### config.mk
export PLATFORM = sky130hd
export DESIGN_NAME = dsp_arb
export DESIGN_NICKNAME = d
export VERILOG_FILES = /design/src/rtl/dsp_arb.sv
export SDC_FILE = /design/constraint.sdc
export NUM_CORES = 1
export LEC_CHECK = 0
export ABC_AREA = 1
export ABC_CLOCK_PERIOD_IN_PS = 23700
export CAP_MARGIN = 20
export CORE_AREA = 4 4 165 167
export CTS_CLUSTER_SIZE = 25
export DETAILED_ROUTE_END_ITERATION = 6
export DIE_AREA = 0 0 169 171
export GPL_ROUTABILITY_DRIVEN = 0
export GPL_TIMING_DRIVEN = 0
export PLACE_DENSITY = 0.69
export SLEW_MARGIN = 20
export SYNTH_ARGS = -nofsm -noshare
export SYNTH_HDL_FRONTEND = slang
export SYNTH_SLANG_ARGS = --single-unit
### constraint.sdc
create_clock -name CLK -period 23.7 [get_ports CLK]
set_clock_uncertainty 0.15 [all_clocks]
set_input_delay 7.11 -clock CLK [delete_from_list [all_inputs] [get_ports CLK]]
set_output_delay 7.11 -clock CLK [all_outputs]
set_load 0.005 [all_outputs]
### src/rtl/dsp_arb.sv
// Purpose: arbitrates two requesters onto one DSP slice and returns results with their owner's id.
// Latency: accept at edge E0 -> rsp_valid after unstalled edge E0+LAT+1; one result per cycle when back-to-back.
// Backpressure: stall freezes accepts, tag pipe, pointer and dsp_ce. Macro DSP_ARB_STRICT_PRIO_EN selects strict req0 priority.
module dsp_arb #(
    parameter int LAT = 4
) (
    input  logic        CLK,
    input  logic        RST,
    input  logic        req0_valid,
    output logic        req0_ready,
    input  logic [1:0]  req0_op,
    input  logic [17:0] req0_a,
    input  logic [17:0] req0_b,
    input  logic [17:0] req0_d,
    input  logic [47:0] req0_c,
    input  logic        req1_valid,
    output logic        req1_ready,
    input  logic [1:0]  req1_op,
    input  logic [17:0] req1_a,
    input  logic [17:0] req1_b,
    input  logic [17:0] req1_d,
    input  logic [47:0] req1_c,
    input  logic        stall,
    output logic [17:0] dsp_a,
    output logic [17:0] dsp_b,
    output logic [17:0] dsp_d,
    output logic [47:0] dsp_c,
    output logic [7:0]  dsp_opmode,
    output logic        dsp_ce,
    input  logic [47:0] dsp_p,
    output logic [1:0]  rsp_valid,
    output logic [47:0] rsp_p,
    output logic        busy
);

    logic         gnt0;
    logic         gnt1;
    logic         accept;
    logic         acc_id;
    logic [1:0]   sel_op;
    logic [7:0]   sel_opmode;
    logic [LAT:0] tag_vld;
    logic [LAT:0] tag_id;

`ifdef DSP_ARB_STRICT_PRIO_EN
    // req0 always wins when it is valid; no fairness state is kept
    always_comb begin
        gnt0 = req0_valid;
        gnt1 = req1_valid & ~req0_valid;
    end
`else
    logic last_gnt;  // id of the requester granted most recently

    // round-robin: on contention the requester not granted last time wins
    always_comb begin
        gnt0 = req0_valid & (~req1_valid | last_gnt);
        gnt1 = req1_valid & ~gnt0;
    end

    // pointer starts at 1 so req0 wins the first contention; frozen while stalled
    always_ff @(posedge CLK or posedge RST) begin
        if (RST)
            last_gnt <= 1'b1;
        else if (accept)
            last_gnt <= acc_id;
    end
`endif

    // ready is the grant qualified by stall; held low during reset
    always_comb begin
        req0_ready = gnt0 & ~stall & ~RST;
        req1_ready = gnt1 & ~stall & ~RST;
        accept     = req0_ready | req1_ready;
        acc_id     = req1_ready;
        dsp_ce     = ~stall & ~RST;
        busy       = |tag_vld;
    end

    // translate the selected requester's op code into the DSP OPMODE
    always_comb begin
        sel_op     = acc_id ? req1_op : req0_op;
        sel_opmode = 8'h01;
        case (sel_op)
            2'b00: sel_opmode = 8'h01;  // A*B
            2'b01: sel_opmode = 8'h11;  // (D+B)*A
            2'b10: sel_opmode = 8'h0D;  // A*B+C
            2'b11: sel_opmode = 8'h5D;  // (D-B)*A+C
            default: sel_opmode = 8'h01;
        endcase
    end

    // operand registers feeding the DSP load only on accept, otherwise hold
    always_ff @(posedge CLK or posedge RST) begin
        if (RST) begin
            dsp_a      <= '0;
            dsp_b      <= '0;
            dsp_d      <= '0;
            dsp_c      <= '0;
            dsp_opmode <= '0;
        end else if (accept) begin
            dsp_a      <= acc_id ? req1_a : req0_a;
            dsp_b      <= acc_id ? req1_b : req0_b;
            dsp_d      <= acc_id ? req1_d : req0_d;
            dsp_c      <= acc_id ? req1_c : req0_c;
            dsp_opmode <= sel_opmode;
        end
    end

    // tag pipe mirrors the DSP pipeline depth plus the operand register stage
    always_ff @(posedge CLK or posedge RST) begin
        if (RST) begin
            tag_vld <= '0;
            tag_id  <= '0;
        end else if (!stall) begin
            tag_vld <= {tag_vld[LAT-1:0], accept};
            tag_id  <= {tag_id[LAT-1:0], acc_id};
        end
    end

    // capture dsp_p as the tag leaves the last stage; strobe is one cycle wide
    always_ff @(posedge CLK or posedge RST) begin
        if (RST) begin
            rsp_valid <= '0;
            rsp_p     <= '0;
        end else if (stall) begin
            rsp_valid <= '0;
        end else begin
            rsp_valid <= tag_vld[LAT] ? (tag_id[LAT] ? 2'b10 : 2'b01) : 2'b00;
            if (tag_vld[LAT])
                rsp_p <= dsp_p;
        end
    end

endmodule

==> out/results.tsv <==
metric	value	unit
outcome	finished clean	
most common cell in the synthesized netlist	sky130_fd_sc_hd__nand2_1	
Static Leakage	0.00544	uW
post-cts hold buffer count	0	
unrepaired setup endpoints after global routing	false	
post-route setup TNS	0	ps
largest cells by area after synthesis	sky130_fd_sc_hd__dfrtp_1 (58%), sky130_fd_sc_hd__nand3_1 (15%), sky130_fd_sc_hd__nand2_1 (12%)	
most common flop cell mapped by yosys	sky130_fd_sc_hd__dfrtp_1	
DRC Markers	0	
most frequent cell on the critical path	sky130_fd_sc_hd__clkdlybuf4s50_1	
required time of the critical path	16440	ps
global-route total usage across every layer	0.181	
fraction of the yosys area taken by sequential cells	0.587	
mean number of vias per cell	4.56	
antenna diode instance count	0	
number of sinks handled by clock tree synthesis	167	
placement-stage worst setup slack	6790	ps
CP max FO	73	
leftover overflow at the end of global routing	0	
Routed Antenna Nets	0	
Fmax achieved	0.0596	GHz
CTS clk-pin slew, worst paths	70	ps
share of post-route cells with drive strength above 1	0.111	
1st-pass router iterations	5	
worst-path cell with the longest stage delay	sky130_fd_sc_hd__clkdlybuf4s50_1	
Avg WL per Cell	17.7	um
crit-path leading delay family	buffers and inverters	
Relative slew margins	0.573	
Setup Viol. Count Final	0	
CTS buffer count	17	
global-route wire length before repair	40800	um
most frequent cells after synthesis	sky130_fd_sc_hd__nand2_1 (229), sky130_fd_sc_hd__nand3_1 (208), sky130_fd_sc_hd__dfrtp_1 (166)	
clock tree from TritonCTS	built	
DP Wirelength	21100	um
CP Buf/Inv Count	5	
start-to-end type of the worst setup path	input port to primary output	
routed wire length	27100	um
count of instances resized after the clock tree is built	0	
Core Box Area	0.0258	mm^2
Syn-to-layout area delta	74.6	%
clock root buffer	sky130_fd_sc_hd__clkbuf_16	
EDFF count, synth	0	
total design power	991	uW
area share of the leading cell type in the synthesized netlist	0.583	
final worst slack	6930	ps
synthesized instance count	743	
nature of the critical path endpoint	primary output	
transition time at the pin with the least slew margin	640	ps
number of global-route vias before repair	7143	
delay of the slowest cell on the worst path	560	ps
WP data arrival	9510	ps
Worst VDD drop	49.6	uV
Synth cell types	21	
num ports	425	
die boundary width	169	um
routed via count	6991	
number of hold violations in the final report	0	
Die Height	171	um
effective utilization at floorplan	0.276	
Final nets	1447	
post-synthesis instance area	0.00712	mm^2
yosys warns	0	
Power per Cell Area	79.7	mW/mm^2
Synth area leader	sky130_fd_sc_hd__dfrtp_1	
post-route fraction of the period consumed by the critical path	0.707	
CP startpoint kind	input port	
utilization of the core after routing	0.482	
max capacitance violation total	0	
insertion delay of the later-clocked pin in the worst-skew pair	420	ps
die footprint	0.0289	mm^2
number of port buffers	421	
number of pins with negative max-slew slack in the final report	0	
synthesis-stage register bit count	167	
Hold WC Path Type	flop to flop	
largest net degree at the start of global routing	97	
H-tree level count	4	
placement row count	59	
1st-iter DRT viols	297	
number of post-CTS setup repair buffers	0	
initial antenna violation count	0	
async set or reset register ratio after synthesis	1.00	
crit path cell chain	clkdlybuf4s50_1 > inv_8 > nand2_4 > nor2_8 > nand2_2 > inv_2 > buf_2 > clkdlybuf4s50_1	
shortest period the worst path allows	16770	ps
final-layout worst hold slack	308	ps
maximum root-to-sink buffer count	2	
average size of a mapped cell	9.58	um^2
==> kinds of logic (layout without fill, tap and decap cells) <==
kind of cell,Yosys count,count (layout),share of synthesized area
AOI/OAI and AO/OA,11,11,0.00773
buffers and inverters,69,523,0.0510
DFF,167,167,0.587
muxes,48,48,0.0759
other,1,3,0.000527
and+or+nand+nor,447,447,0.278
==> path summary, 6_finish.rpt <==
path | startpoint | endpoint | slack, ps | cells past startpoint
max | RST | req1_ready | 6930 | 8
min reg2reg | tag_id[4]$_DFFE_PP0N_ | rsp_valid[0]$_DFF_PP0_ | 310 | 1
max in group asynchronous | RST | dsp_a[15]$_DFFE_PP0P_ | 15490 | 3
min | tag_id[4]$_DFFE_PP0N_ | rsp_valid[0]$_DFF_PP0_ | 310 | 1
max reg2reg | last_gnt$_DFFE_PP1P_ | dsp_b[7]$_DFFE_PP0P_ | 21670 | 8
min in group asynchronous | RST | rsp_p[47]$_DFFE_PP0P_ | 7020 | 2
==> worst reg2reg max path, cell delays in order (launching register included) <==
cell and delay [ps]:
sky130_fd_sc_hd__dfstp_2 530, sky130_fd_sc_hd__inv_1 40, sky130_fd_sc_hd__nand2_1 70, sky130_fd_sc_hd__nand3_1 150
sky130_fd_sc_hd__inv_2 180, sky130_fd_sc_hd__buf_2 340, sky130_fd_sc_hd__buf_2 300, sky130_fd_sc_hd__nand3_1 110
sky130_fd_sc_hd__nand3_1 110
==> per-stage QoR <==
step                      instances  area [um^2]
after floorplan                 745         7130
after global placement         1501        11800
after detailed placement       1502        11800
after CTS                      1534        12400
after global routing           1534        12400
final                          1534        12400
==> cells in the final DEF, fill, tap and decap left out, types with 2 or more instances in the layout <==
master and instances:
sky130_fd_sc_hd__buf_1 2, sky130_fd_sc_hd__buf_2 26, sky130_fd_sc_hd__buf_4 13, sky130_fd_sc_hd__buf_6 3, sky130_fd_sc_hd__bufinv_16 2, sky130_fd_sc_hd__clkbuf_1 10
sky130_fd_sc_hd__clkbuf_16 17, sky130_fd_sc_hd__clkdlybuf4s50_1 421, sky130_fd_sc_hd__clkinv_4 2, sky130_fd_sc_hd__clkinv_8 3, sky130_fd_sc_hd__conb_1 3, sky130_fd_sc_hd__dfrtp_1 166
sky130_fd_sc_hd__inv_1 11, sky130_fd_sc_hd__inv_2 3, sky130_fd_sc_hd__inv_8 7, sky130_fd_sc_hd__mux2_2 48, sky130_fd_sc_hd__nand2_1 229, sky130_fd_sc_hd__nand3_1 208
sky130_fd_sc_hd__nor2_1 4, sky130_fd_sc_hd__o21ai_0 11
==> sequential cells by signal, indices dropped and copies added, names as in the netlist <==
name        flops
dsp_c          48
rsp_p          48
dsp_a          18
dsp_b          18
dsp_d          18
tag_id          5
tag_vld         5
dsp_opmode      4
rsp_valid       2
last_gnt        1
==> per-layer routing <==
metal | vias to the layer above | wire (um) | GRT usage
met5 | - | 0 | 0
met4 | 0 | 559 | 0.0546
met3 | 38 | 2120 | 0.0548
li1 | 3344 | - | -
met1 | 3331 | 10900 | 0.219
met2 | 278 | 13600 | 0.313
==> where the power goes <==
group	internal [uW]	leakage [uW]	total, uW	switching (uW)
Sequential	355	0.00206	391	37.0
Combinational	197	0.00307	297	100
Clock	163	0.000308	302	139
Total	715	0.00544	991	276
==> final cells by class <==
| class | count | area [um^2] |
|---|---|---|
| plain buffers | 54 | 307 |
| inverters | 15 | 63.8 |
| flip-flops and latches | 167 | 4180 |
| clock buffers | 17 | 425 |
| fillers | 2457 | 13300 |
| clock inverters | 15 | 210 |
| well taps | 335 | 419 |
| repair buffers | 422 | 4240 |
| multi-input cells | 509 | 2580 |
(Power assumes the default switching activity.)
